## src/rtl/serial_add_if.sv

```systemverilog
// Handshake and full-adder bus between the serial add sequencer and its surroundings.
// The slave side is the sequencer; the master side holds the requester and the external adder.
interface serial_add_if #(
    parameter int WIDTH = 4
);
    logic             start;
    logic [WIDTH-1:0] a;
    logic [WIDTH-1:0] b;
    logic             busy;
    logic             done;
    logic [WIDTH-1:0] sum;
    logic             cout;
    logic             fa_a;
    logic             fa_b;
    logic             fa_cin;
    logic             fa_y;
    logic             fa_cout;

    modport master (
        output start, a, b, fa_y, fa_cout,
        input  busy, done, sum, cout, fa_a, fa_b, fa_cin
    );

    modport slave (
        input  start, a, b, fa_y, fa_cout,
        output busy, done, sum, cout, fa_a, fa_b, fa_cin
    );
endinterface

```

## src/rtl/serial_add_ctrl.sv

```systemverilog
// Bit-serial adder sequencer: steps one external full adder through WIDTH cycles,
// LSB first, recirculating the carry through a register.
module serial_add_ctrl #(
    parameter int WIDTH = 4
) (
    input  logic         clk,
    input  logic         reset,
    serial_add_if.slave  bus
);
    localparam int CNT_W = (WIDTH > 1) ? $clog2(WIDTH) : 1;
    localparam logic [CNT_W-1:0] LAST = CNT_W'(WIDTH - 1);

    typedef enum logic [1:0] {IDLE, RUN, DONE} state_t;

    state_t           state;
    logic [WIDTH-1:0] a_sh;
    logic [WIDTH-1:0] b_sh;
    logic [WIDTH-1:0] s_sh;
    logic             carry;
    logic [CNT_W-1:0] cnt;
    logic             busy_r;
    logic             done_r;
    logic [WIDTH-1:0] sum_r;
    logic             cout_r;

    always_ff @(posedge clk) begin
        if (reset) begin
            state  <= IDLE;
            a_sh   <= '0;
            b_sh   <= '0;
            s_sh   <= '0;
            carry  <= 1'b0;
            cnt    <= '0;
            busy_r <= 1'b0;
            done_r <= 1'b0;
            sum_r  <= '0;
            cout_r <= 1'b0;
        end else begin
            case (state)
                IDLE: begin
                    if (bus.start) begin
                        a_sh   <= bus.a;
                        b_sh   <= bus.b;
                        carry  <= 1'b0;
                        cnt    <= '0;
                        busy_r <= 1'b1;
                        state  <= RUN;
                    end
                end
                RUN: begin
                    s_sh  <= {bus.fa_y, s_sh[WIDTH-1:1]};
                    carry <= bus.fa_cout;
                    a_sh  <= {1'b0, a_sh[WIDTH-1:1]};
                    b_sh  <= {1'b0, b_sh[WIDTH-1:1]};
                    cnt   <= cnt + CNT_W'(1);
                    if (cnt == LAST) begin
                        sum_r  <= {bus.fa_y, s_sh[WIDTH-1:1]};
                        cout_r <= bus.fa_cout;
                        cnt    <= '0;
                        done_r <= 1'b1;
                        state  <= DONE;
                    end
                end
                DONE: begin
                    done_r <= 1'b0;
                    // A start still held here chains straight into the next add,
                    // keeping throughput at one result per WIDTH+1 cycles.
                    if (bus.start) begin
                        a_sh  <= bus.a;
                        b_sh  <= bus.b;
                        carry <= 1'b0;
                        cnt   <= '0;
                        state <= RUN;
                    end else begin
                        busy_r <= 1'b0;
                        state  <= IDLE;
                    end
                end
                default: begin
                    busy_r <= 1'b0;
                    done_r <= 1'b0;
                    state  <= IDLE;
                end
            endcase
        end
    end

    // Adder drive is gated by state so the adder sees zeros outside RUN.
    assign bus.fa_a   = (state == RUN) & a_sh[0];
    assign bus.fa_b   = (state == RUN) & b_sh[0];
    assign bus.fa_cin = (state == RUN) & carry;

    assign bus.busy = busy_r;
    assign bus.done = done_r;
    assign bus.sum  = sum_r;
    assign bus.cout = cout_r;
endmodule
```

## src/flat_wrapper.sv

```systemverilog
// flat-port wrapper written by rule: the top's interface ports become plain ports
module serial_add_ctrl_flat 
#(
    parameter int WIDTH = 4
)
  (clk, reset, bus_start, bus_a, bus_b, bus_fa_y, bus_fa_cout, bus_busy, bus_done, bus_sum, bus_cout, bus_fa_a, bus_fa_b, bus_fa_cin);
  serial_add_if #(.WIDTH(WIDTH)) bus_i ();
  input  logic clk;
  input  logic reset;
  input wire logic [$bits(bus_i.start)-1:0] bus_start;
  input wire logic [$bits(bus_i.a)-1:0] bus_a;
  input wire logic [$bits(bus_i.b)-1:0] bus_b;
  input wire logic [$bits(bus_i.fa_y)-1:0] bus_fa_y;
  input wire logic [$bits(bus_i.fa_cout)-1:0] bus_fa_cout;
  output wire logic [$bits(bus_i.busy)-1:0] bus_busy;
  output wire logic [$bits(bus_i.done)-1:0] bus_done;
  output wire logic [$bits(bus_i.sum)-1:0] bus_sum;
  output wire logic [$bits(bus_i.cout)-1:0] bus_cout;
  output wire logic [$bits(bus_i.fa_a)-1:0] bus_fa_a;
  output wire logic [$bits(bus_i.fa_b)-1:0] bus_fa_b;
  output wire logic [$bits(bus_i.fa_cin)-1:0] bus_fa_cin;
  assign bus_i.start = bus_start;
  assign bus_i.a = bus_a;
  assign bus_i.b = bus_b;
  assign bus_i.fa_y = bus_fa_y;
  assign bus_i.fa_cout = bus_fa_cout;
  assign bus_busy = bus_i.busy;
  assign bus_done = bus_i.done;
  assign bus_sum = bus_i.sum;
  assign bus_cout = bus_i.cout;
  assign bus_fa_a = bus_i.fa_a;
  assign bus_fa_b = bus_i.fa_b;
  assign bus_fa_cin = bus_i.fa_cin;
  serial_add_ctrl #(.WIDTH(WIDTH)) u_core (.clk(clk), .reset(reset), .bus(bus_i));
endmodule
```

## config.mk

```make
export PLATFORM = sky130hd
export DESIGN_NAME = serial_add_ctrl_flat
export DESIGN_NICKNAME = d
export VERILOG_FILES = /design/src/rtl/serial_add_if.sv /design/src/rtl/serial_add_ctrl.sv /design/src/flat_wrapper.sv
export SDC_FILE = /design/constraint.sdc
export NUM_CORES = 1
export LEC_CHECK = 0
export CELL_PAD_IN_SITES_DETAIL_PLACEMENT = 1
export CELL_PAD_IN_SITES_GLOBAL_PLACEMENT = 2
export CORE_MARGIN = 2
export CORE_UTILIZATION = 28
export DETAILED_ROUTE_END_ITERATION = 10
export HOLD_SLACK_MARGIN = 0.08
export PLACE_DENSITY = 0.78
export SYNTH_ARGS = -nofsm -noshare
export SYNTH_HDL_FRONTEND = slang
export SYNTH_SLANG_ARGS = --single-unit
export TNS_END_PERCENT = 50
```

## constraint.sdc

```tcl
create_clock -name clk -period 2 [get_ports clk]
set_clock_uncertainty 0.15 [all_clocks]
set_input_delay 0.4 -clock clk [delete_from_list [all_inputs] [get_ports clk]]
set_output_delay 0.4 -clock clk [all_outputs]
set_load 0.02 [all_outputs]
```

# --- Yosys cells after proc, flatten, opt, wreduce, memory -nomap -nowiden ---
# Index checks and enable logic that the tools add are counted.
word_totals:
  out_inout_bits: 10
  latch_bits: 0
  word_cells: 49
  inputBits: 13
  ram_bits: 0
  mem_bits_ro: 0
  mem_count: 0
  ff_bits: 24
classes:
  n_addsub: 1
  muxes: 18
  multipliers: 0
  n_eq_ne: 7
  bitwise_logic: 5
  n_div: 0
  reduce_logical: 8
  shifts: 0
  magnitude_cmp: 0
op_table:
  columns: ["op", "count"]
  rows:
  - ["$pmux 4 s2", 2]
  - ["$mux 2", 4]
  - ["$mux 4", 2]
  - ["$reduce_and 2->1", 4]
  - ["$pmux 2 s3", 1]
  - ["$mux 1", 5]
  - ["$eq 2x2->1 const B", 2]
  - ["$ne 2x1->1 const B", 2]
  - ["$ne 2x2->1 const B", 2]
  - ["$pmux 1 s2", 2]
  - ["$pmux 2 s2", 1]
  - ["$and 1x1->1", 3]
  - ["$pmux 1 s3", 1]
  - ["$reduce_and 3->1", 1]
  - ["$add 2x1->2 const B", 1]
  - ["$eq 2x1->1 const B", 1]
  - ["$logic_not 2->1", 1]
  - ["$not 1->1", 2]
  - ["$reduce_bool 2->1", 1]
  - ["$reduce_or 2->1", 1]

# --- Longest topological paths before layout ---
# Gate-level depths: netlist of the first run.
depth:
  ltp_word: 4
  mapped_depth: 5
  mapped_depth_nobuf: 4

# --- Worst setup path after synthesis of the first run ---
# OpenSTA, ideal clock, no wires.
synth_timing:
  path_type: "reg-to-output"
  startpoint: "register u_core.state[0]"
  endpoint: "output bus_fa_a"
  setup_slack_ps: 440
  required_ps: 1450
  t_arrival_ps: 1010
  n_path_buf: 2
  path_stages_with_launch: 5
  cell_sequence: "dfxtp_1 -> nor2b_1 -> buf_4 -> buf_6 -> and2_1"
synth_between:
  elab_chain_len: 2
synth_lines:
  columns: ["element", "line", "source"]
  rows:
  - ["start, declared", "serial_add_ctrl.sv:15", "state_t state;"]
  - ["start signal, assigned", "serial_add_ctrl.sv:28", "state <= IDLE;"]
  - ["start signal, assigned", "serial_add_ctrl.sv:47", "state <= RUN;"]
  - ["start signal, assigned", "serial_add_ctrl.sv:61", "state <= DONE;"]
  - ["$eq 2x1->1", "serial_add_ctrl.sv:89", "assign bus.fa_a = (state == RUN) & a_sh[0];"]
  - ["$and 1x1->1", "serial_add_ctrl.sv:89", null]
  - ["end, declared", "flat_wrapper.sv:19", "output wire logic [$bits(bus_i.fa_a)-1:0] bus_fa_a;"]
# Every way passes these cells.

# --- Final worst setup path of the first run ---
layout_timing:
  startpoint: "register u_core.state[0]"
  endpoint: "output bus_fa_b"
layout_between:
  elab_chain_len: 2
layout_lines:
  columns: ["element", "line", "source"]
  rows:
  - ["$eq 2x1->1", "serial_add_ctrl.sv:90", "assign bus.fa_b = (state == RUN) & b_sh[0];"]
  - ["$and 1x1->1", "serial_add_ctrl.sv:90", null]
  - ["end, declared", "flat_wrapper.sv:20", "output wire logic [$bits(bus_i.fa_b)-1:0] bus_fa_b;"]
# Every way passes these cells.

==> results.yml, run 1 <==
worst_setup_path:
  slowest_delay_ns: 0.35
  crit_buf_inv: 1
  worstSetupEndpointType: "output port"
  cp_max_fo: 5
  worstPathCellList: "nor2b_2 > and2_1 > clkdlybuf4s15_1"
  cp_slowest_cell: "dfxtp_1"
  crit_family: "simple AND/OR/NAND/NOR gates"
  startpoint_type: "flip-flop"
  worstPathRequired_ns: 1.45
  crit_type: "flip-flop to output port"
  cp.arrival_ns: 1.32
sta:
  whs_ns: 0.3135
  timing.fmax_ghz: 0.5351
  setup_viol: 0
  slew_viol_final: 0
  setup_ws_ns: 0.1311
  rsz0062_at_grt: "no"
  hold_viol: 0
  fin_crit_ns: 1.869
  tns_ns: 0
  relSlewSlack_pct: 76.26
  timing.final.crit_share_pct: 93.45
  worst_slew_pin_slew_ns: 0.3560
clock_network:
  cts_root_buffer: "clkbuf_4"
  cts-hold-fix-buffers: 0
  clkSinkCount: 23
  clkSlewWorstSetupHoldPaths_ns: 0.13
  cts_tree: "done"
  clock_latency_ns: 0.32
  cts_max_level: 1
  clk_path_buf_depth: 2
  cts-buffers-inserted: 3
synthesis:
  synth_cell_types: 26
  ys_warn_count: 0
  netlist_top_cells_area: "dfxtp_1, mux2i_1, nand2_1"
  yosys_most_used_dff: "dfxtp_1"
  syn_inst: 109
  synth-edff-count: 0
  syn_area_per_cell_um2: 9.068
  synth_common_cells: "dfxtp_1, nand2_1, a21oi_1"
  yosys.area.top_type: "dfxtp_1"
  synth_nets: 123
  synth.top_cell.area_share_pct: 46.58
  synth_area_um2: 988.4
  yosysMostFrequentCell: "dfxtp_1"
  synth.ff_latch_count: 23
  ys_async_sr_fraction_pct: 0
  seq_area_frac_synth_pct: 46.58
placed_design:
  hpwl_um: 1577
  preCtsSetupSlack_ns: 0.08147
  dpl.cell_count: 175
  gp_congestion: 0.7055
  portBuffers: 22
route:
  firstDrtPassIters: 4
  num_vias: 842
  avgViaCountPerCell: 4.704
  wl_per_cell_um: 12.36
  wl_um: 2213
  drt_iter0_markers: 33
  drc: 0
  antenna_left: 0
run_status:
  status: "finished clean"
die:
  rows: 21
  die-area_um2: 4021
  initial_utilization_pct: 29.39
  die_w_um: 63.42
  pin_count: 23
  fp.coreArea_um2: 3363
  die_y_um: 63.42
layout:
  n_fill_cell: 422
  area.growth.synth_to_final_pct: 29.87
  antennaDiodeCount: 0
  drive_gt1_share_pct: 12.78
  multi_input_area_um2: 469.2
  fin_cells: 179
  ff_latch_area_um2: 460.4
  final_nets: 148
pwr:
  p_leak_nw: 0.4557
  power.density_nw_per_um2: 672.0
  total_power_uw: 862.7
  vdd_drop_max_mv: 0.1752
job:
  maxCapViolations: 0
grt:
  grt_usage_pct: 12.50
  grt_max_degree: 24
  grt_pass1_vias: 886
  antenna_found_initial: 0
  grt_pass1_wl_um: 4008
  grt_overflow: 0
worst_hold_path:
  hp-class: "flip-flop to flip-flop"
[kinds of logic (layout without fill, tap and decap cells)]
| kind of cell | after synthesis | in the layout | share of synthesized area [%] |
|---|---|---|---|
| muxes | 7 | 7 | 7.089 |
| adders and majority gates | 1 | 1 | 1.266 |
| and+or+nand+nor | 45 | 45 | 22.91 |
| buffers and inverters | 9 | 33 | 6.201 |
| AOI/OAI and AO/OA | 24 | 24 | 15.95 |
| DFF | 23 | 23 | 46.58 |
[where the power goes]
| group | internal (mW) | switching (mW) |
|---|---|---|
| sequential | 0.483 | 0.0134 |
| clock | 0.0749 | 0.146 |
| combinational | 0.0716 | 0.0742 |
| total | 0.629 | 0.233 |
[repair_timing]
action / in CTS / in global routing
buffers inserted: 0 / 0
setup endpoints to repair: 3 / 3
resized for setup: 4 / 3
cloned: 0 / 0
endpoints found under the hold margin: 0 / 0
pin swaps: 0 / 0
[worst min-delay path, cell delays in order (launching register included)]
cell	delay (ns)
dfxtp_1	0.33
nand2_1	0.05
a21oi_1	0.05
[metrics by stage]
step           area (um^2)  utilization, %
2_1_floorplan        988.4               -
3_3_place_gp          1254           37.28
3_5_place_dp          1254           37.28
4_1_cts               1280           38.06
5_1_grt               1284           38.17
6_report              1284           38.17
[metal layers]
layer,GRT usage (%),share of wire (%),vias up,wire [um]
met5,0,0,-,0
met4,5.707,1.4,0,31
met3,2.679,4.0,4,88
met2,19.74,43,14,962
met1,16.28,51,396,1130
li1,-,-,428,-
[area by class of cell]
type | count | area share, %
Tap cell | 46 | 4.483
Clock inverter | 1 | 0.3899
Multi-Input combinational cell | 77 | 36.55
Inverter | 1 | 0.2924
Clock buffer | 3 | 1.754
Sequential cell | 23 | 35.87
Timing Repair Buffer | 28 | 20.66
[registers in the layout, summed over array words and instances (netlist names)]
name,cells
u_core.s_sh,3
u_core.state,2
u_core.bus.done,1
u_core.bus.cout,1
u_core.bus.sum,4
u_core.cnt,2
u_core.carry,1
u_core.a_sh,4
u_core.b_sh,4
u_core.bus.busy,1
[final timing paths]
kind         cells past startpoint               from  slack, ns           endpoint
min reg2reg                      2  u_core.bus.sum[3]       0.31  u_core.bus.sum[3]
max reg2reg                      4      u_core.cnt[0]       0.40  u_core.bus.sum[2]
max                              3    u_core.state[0]       0.13           bus_fa_b
min                              2  u_core.bus.sum[3]       0.31  u_core.bus.sum[3]
[layout by cell type, fill, tap and decap left out, types with 2 or more instances in the layout]
cell type        synthesis  final
nor2_1                   3      3
a211oi_1                 6      6
and2_1                   3      3
mux2i_1                  7      7
clkdlybuf4s15_1          0      3
nand2b_1                 3      3
nor3_1                   6      6
clkdlybuf4s50_1          0     19
nand3_1                  7      7
a21oi_1                 11     11
nand2_1                 16     16
o21a_1                   2      2
nand3_2                  2      2
a21oi_2                  3      3
dfxtp_1                 23     23
clkbuf_4                 0      3
buf_4                    3      6
No activity file was read; power rests on OpenSTA's default activity.
==> run 2, diff against run 1 <==
CORE_MARGIN = 4   (was 2)
CTS_BUF_LIST = sky130_fd_sc_hd__clkbuf_16   (was default)
==> run 2 against run 1 <==
Highest routed layer unchanged. Final cell count rose by 0.56%. Largest power group unchanged. Clock-buffer cell count stayed put. Wire length increased by 4.7%.
==> results.yml, run 2 (same netlist as run 1, synthesis figures left out) <==
run_status:
  status: "finished clean"
pwr:
  power.density_nw_per_um2: 795.2
  internal-power_uw: 822.5
  p_leak_nw: 0.4955
  switchingPower_uw: 242.0
  swShare_pct: 22.73
  p_clk_share_pct: 39.5
  vdd_drop_max_mv: 0.2642
  seqPwrFrac_pct: 46.7
  p_comb_share_pct: 13.8
worst_setup_path:
  worstSetupEndpointType: "output port"
  cp.arrival_ns: 1.25
  cp_max_fo: 5
  startpoint_type: "flip-flop"
  worstPathRequired_ns: 1.45
  crit_type: "flip-flop to output port"
layout:
  final_cell_mix: "dfxtp_1, clkdlybuf4s50_1, nand2_1"
  n_fill_cell: 426
  fin_cells: 180
  final_core_util_pct: 39.81
  antennaDiodeCount: 0
  final_cell_area_um2: 1339
  final_nets: 149
  drive_gt1_share_pct: 12.69
  area.growth.synth_to_final_pct: 35.44
  layout_commonest_cell: "dfxtp_1"
job:
  maxCapViolations: 0
clock_network:
  post_cts_buffers: 0
  cts_root_buffer: "clkbuf_16"
  clkSinkCount: 23
  cts-hold-fix-buffers: 0
  clkSlewWorstSetupHoldPaths_ns: 0.06
  clk_path_buf_depth: 2
  clock_latency_ns: 0.25
  cts-buffers-inserted: 3
  cts_max_level: 1
  cts_tree: "done"
placed_design:
  gp_congestion: 0.6682
  dpl.cell_count: 176
  hpwl_um: 1652
  placed_cell_area_um2: 1261
  portBuffers: 22
sta:
  setup_viol: 0
  tns_ns: 0
  slew_viol_final: 0
  hold_viol: 0
  rsz0062_at_grt: "no"
  relSlewSlack_pct: 75.57
  timing.fmax_ghz: 0.5570
  timing.final.crit_share_pct: 89.77
  worst_slew_pin_slew_ns: 0.3654
  fin_crit_ns: 1.795
route:
  antenna_left: 0
  avgViaCountPerCell: 4.644
  drc: 0
  firstDrtPassIters: 4
  wl_per_cell_um: 12.88
  wl_um: 2318
  drt_iter0_markers: 15
  num_vias: 836
grt:
  top_usage_layer: "met2"
  grt_usage_pct: 11.25
  grt_util_met2_pct: 17.55
  grtUsageMet1_pct: 16.40
  grt_pass1_vias: 875
  gr-usage-met3_pct: 1.664
  grt_overflow: 0
  antenna_found_initial: 0
  grt_max_degree: 24
  grt_pass1_wl_um: 4022
die:
  die-area_um2: 4545
  die_w_um: 67.42
  die_y_um: 67.42
  fp.coreArea_um2: 3363
  pin_count: 23
  initial_utilization_pct: 29.39
  rows: 21
worst_hold_path:
  hp-class: "flip-flop to flip-flop"
run 2: power by group through the flow:
stage | clock (mW) | combinational, mW | sequential [mW]
2_1_floorplan | 0 | 0.0924 | 0.507
3_3_place_gp | 0 | 0.148 | 0.506
3_5_place_dp | 0 | 0.150 | 0.507
4_1_cts | 0.434 | 0.150 | 0.497
5_1_grt | 0.453 | 0.165 | 0.501
6_report | 0.420 | 0.147 | 0.497
run 2: metal layers:
metal  wire (um)  up-vias
met2        1003       11
met4          11        0
li1            -      433
met3          72        2
met5           0        -
met1        1230      390
run 2: through the flow:
step | power [mW] | hold WS (ns) | setup slack, ns
6_report | 1.065 | 0.3062 | 0.2047
3_5_place_dp | 0.6574 | 0.3021 | 0.09864
4_1_cts | 1.081 | 0.3104 | 0.1730
5_1_grt | 1.120 | 0.3410 | 0.1020
3_3_place_gp | 0.6537 | 0.2957 | 0.1030
2_1_floorplan | 0.5997 | 0.2866 | 0.4403
run 2: area by class of cell:
| class | count | area [um^2] | share of cell area (%) |
|---|---|---|---|
| multi-input cells | 77 | 469.2 | 35.05 |
| flip-flops and latches | 23 | 460.4 | 34.39 |
| repair buffers | 29 | 269.0 | 20.09 |
| clock buffers | 3 | 75.07 | 5.607 |
| well taps | 46 | 57.56 | 4.299 |
| clock inverters | 1 | 3.754 | 0.2804 |
| inverters | 1 | 3.754 | 0.2804 |
run 2: critical path, stage by stage (launching register included):
cell and delay (ns):
dfxtp_1 0.32, nor2b_2 0.20, and2_1 0.15, dlygate4sd2_1 0.33
run 2: path summary, 6_finish.rpt:
kind                                      start                 to  slack [ns]  cells after the start
worst max-delay path            u_core.state[0]           bus_fa_b        0.20                      3
worst max register to register    u_core.cnt[0]  u_core.bus.sum[2]        0.37                      4
worst min-delay path             u_core.s_sh[1]     u_core.s_sh[1]        0.31                      2
worst min register to register   u_core.s_sh[1]     u_core.s_sh[1]        0.31                      2
run 2: what timing repair did:
item	4_1_cts	5_1_grt
gates resized for setup	4	0
setup endpoints to repair	3	0
endpoints found under the hold margin	0	0
==> run 3, diff against run 2 <==
CORE_MARGIN = 1   (was 4)
CORE_UTILIZATION = 31   (was 28)
PLACE_DENSITY = 0.85   (was 0.78)
SLEW_MARGIN = 20   (was default)
clock period = 2.2 ns   (was 2 ns; I/O delays follow)
==> run 3 against run 2 <==
Critical path depth stayed put. Cell area decreased by 0.28%. Sequential share of layout area increased by 0.097 points. Die area is 25% lower. Global-route usage grew 2.7 points. Final cell count shrank 2.2%. Critical endpoint unchanged. Sequential power decreased by 8.9%. Hold slack got worse by 0.0048 ns. Via count grew 0.96%. Worst setup slack lost 0.14 ns. Wire length decreased by 2.3%.
==> results.yml, run 3 (same netlist as run 1, synthesis figures left out) <==
route:
  wl_per_cell_um: 12.86
  num_vias: 844
  wl_um: 2264
  avgViaCountPerCell: 4.795
  drt_iter0_markers: 8
  antenna_left: 0
  drc: 0
  firstDrtPassIters: 2
layout:
  drive_gt1_share_pct: 11.36
  fin_cells: 176
  area.growth.synth_to_final_pct: 35.06
  layout_commonest_cell: "dfxtp_1"
  antennaDiodeCount: 0
  final_nets: 147
  final_core_util_pct: 44.09
  final_cell_mix: "dfxtp_1, clkdlybuf4s50_1, nand2_1"
sta:
  whs_ns: 0.3015
  worst_slew_pin_slew_ns: 0.3436
  slew_viol_final: 0
  timing.final.crit_share_pct: 96.86
  relSlewSlack_pct: 77.03
  setup_viol: 0
  tns_ns: 0
  timing.fmax_ghz: 0.4693
  rsz0062_at_grt: "no"
  fin_crit_ns: 2.131
  hold_viol: 0
  setup_ws_ns: 0.06900
placed_design:
  portBuffers: 22
  dpl.cell_count: 172
  preCtsSetupSlack_ns: 0.2338
  hpwl_um: 1560
  gp_congestion: 0.7405
clock_network:
  clock_latency_ns: 0.25
  clkSlewWorstSetupHoldPaths_ns: 0.06
  post_cts_buffers: 0
  clkSinkCount: 23
  cts_max_level: 1
  cts_tree: "done"
  cts-buffers-inserted: 3
  cts_root_buffer: "clkbuf_16"
  clk_path_buf_depth: 2
die:
  die-area_um2: 3418
  die_w_um: 58.47
  pin_count: 23
  die_y_um: 58.47
  initial_utilization_pct: 32.64
  rows: 20
  fp.coreArea_um2: 3028
worst_hold_path:
  hold_path.startpoint: "u_core.bus.sum[0]"
  hp-class: "flip-flop to flip-flop"
  hold_path_end: "u_core.bus.sum[0]"
  min_delay_path_depth: 2
grt:
  grt_overflow: 0
  grt_pass1_wl_um: 3622
  grt_usage_pct: 13.99
  grt_max_degree: 24
  antenna_found_initial: 0
  grt_pass1_vias: 822
worst_setup_path:
  worstPathCellList: "nor2b_4 > and2_1 > clkdlybuf4s50_1"
  worstPathRequired_ns: 1.61
  startpoint_type: "flip-flop"
  slowest_delay_ns: 0.59
  crit_type: "flip-flop to output port"
  cp_max_fo: 8
  r2r-end: "u_core.bus.cout"
  startpoint: "u_core.state[1]"
  worstRegToRegCells: 4
  worstSetupEndpointType: "output port"
  r2r_start: "u_core.cnt[0]"
  cp_slowest_cell: "clkdlybuf4s50_1"
  cp.arrival_ns: 1.54
  r2r_setup_slack_ns: 0.60
job:
  maxCapViolations: 0
pwr:
  p_leak_nw: 0.5099
  power.density_nw_per_um2: 724.8
  vdd_drop_max_mv: 0.2189
run_status:
  status: "finished clean"
run 3: timing repair:
| item | CTS | global route |
|---|---|---|
| gates resized for setup | 1 | 3 |
| hold buffers | 0 | 0 |
| hold endpoints to repair | 0 | 0 |
| endpoints found under the setup margin | 3 | 3 |
run 3: worst max-delay path, delay by kind of cell (launching register included):
| family | cells | cell delay [ns] |
|---|---|---|
| buffers and inverters | 1 | 0.59 |
| flip-flops | 1 | 0.39 |
| AND/OR/NAND/NOR | 2 | 0.30 |
run 3: stage by stage:
| step | cell area (um^2) | total power [mW] |
|---|---|---|
| floorplan | 988.4 | 0.5452 |
| global placement | 1244 | 0.5916 |
| detailed placement | 1244 | 0.5965 |
| CTS | 1325 | 0.9819 |
| global route | 1335 | 1.008 |
| finish | 1335 | 0.9677 |
run 3: worst max path at each step:
| stage | slack [ns] | endpoint | cells past startpoint |
|---|---|---|---|
| after floorplan | 0.60 | bus_fa_a | 4 |
| after detailed placement | 0.23 | bus_fa_cin | 3 |
| after global placement | 0.27 | bus_fa_cin | 3 |
| final | 0.07 | bus_fa_b | 3 |
| after CTS | 0.02 | bus_fa_cin | 3 |
| after global routing | 0.002 | bus_fa_b | 3 |
run 3: layer usage:
metal  share of wire, %  GRT usage, %  up-vias
met5                  0             0        -
met4                2.2         7.143        0
met3                2.8         1.978        6
met2                 50         24.63       14
met1                 45         16.55      400
li1                   -             -      424
run 3: cell type report:
| class | count | area, um^2 |
|---|---|---|
| Clock inverter | 1 | 3.754 |
| Multi-Input combinational cell | 77 | 474.2 |
| Timing Repair Buffer | 27 | 262.8 |
| Tap cell | 44 | 55.05 |
| Sequential cell | 23 | 460.4 |
| Clock buffer | 3 | 75.07 |
| Inverter | 1 | 3.754 |
| Fill cell | 360 | 1693 |
run 3: power by group:
group | switching [mW] | total, mW | internal (mW)
sequential | 0.0133 | 0.453 | 0.439
combinational | 0.0680 | 0.135 | 0.0670
clock | 0.138 | 0.380 | 0.242
total | 0.219 | 0.968 | 0.749
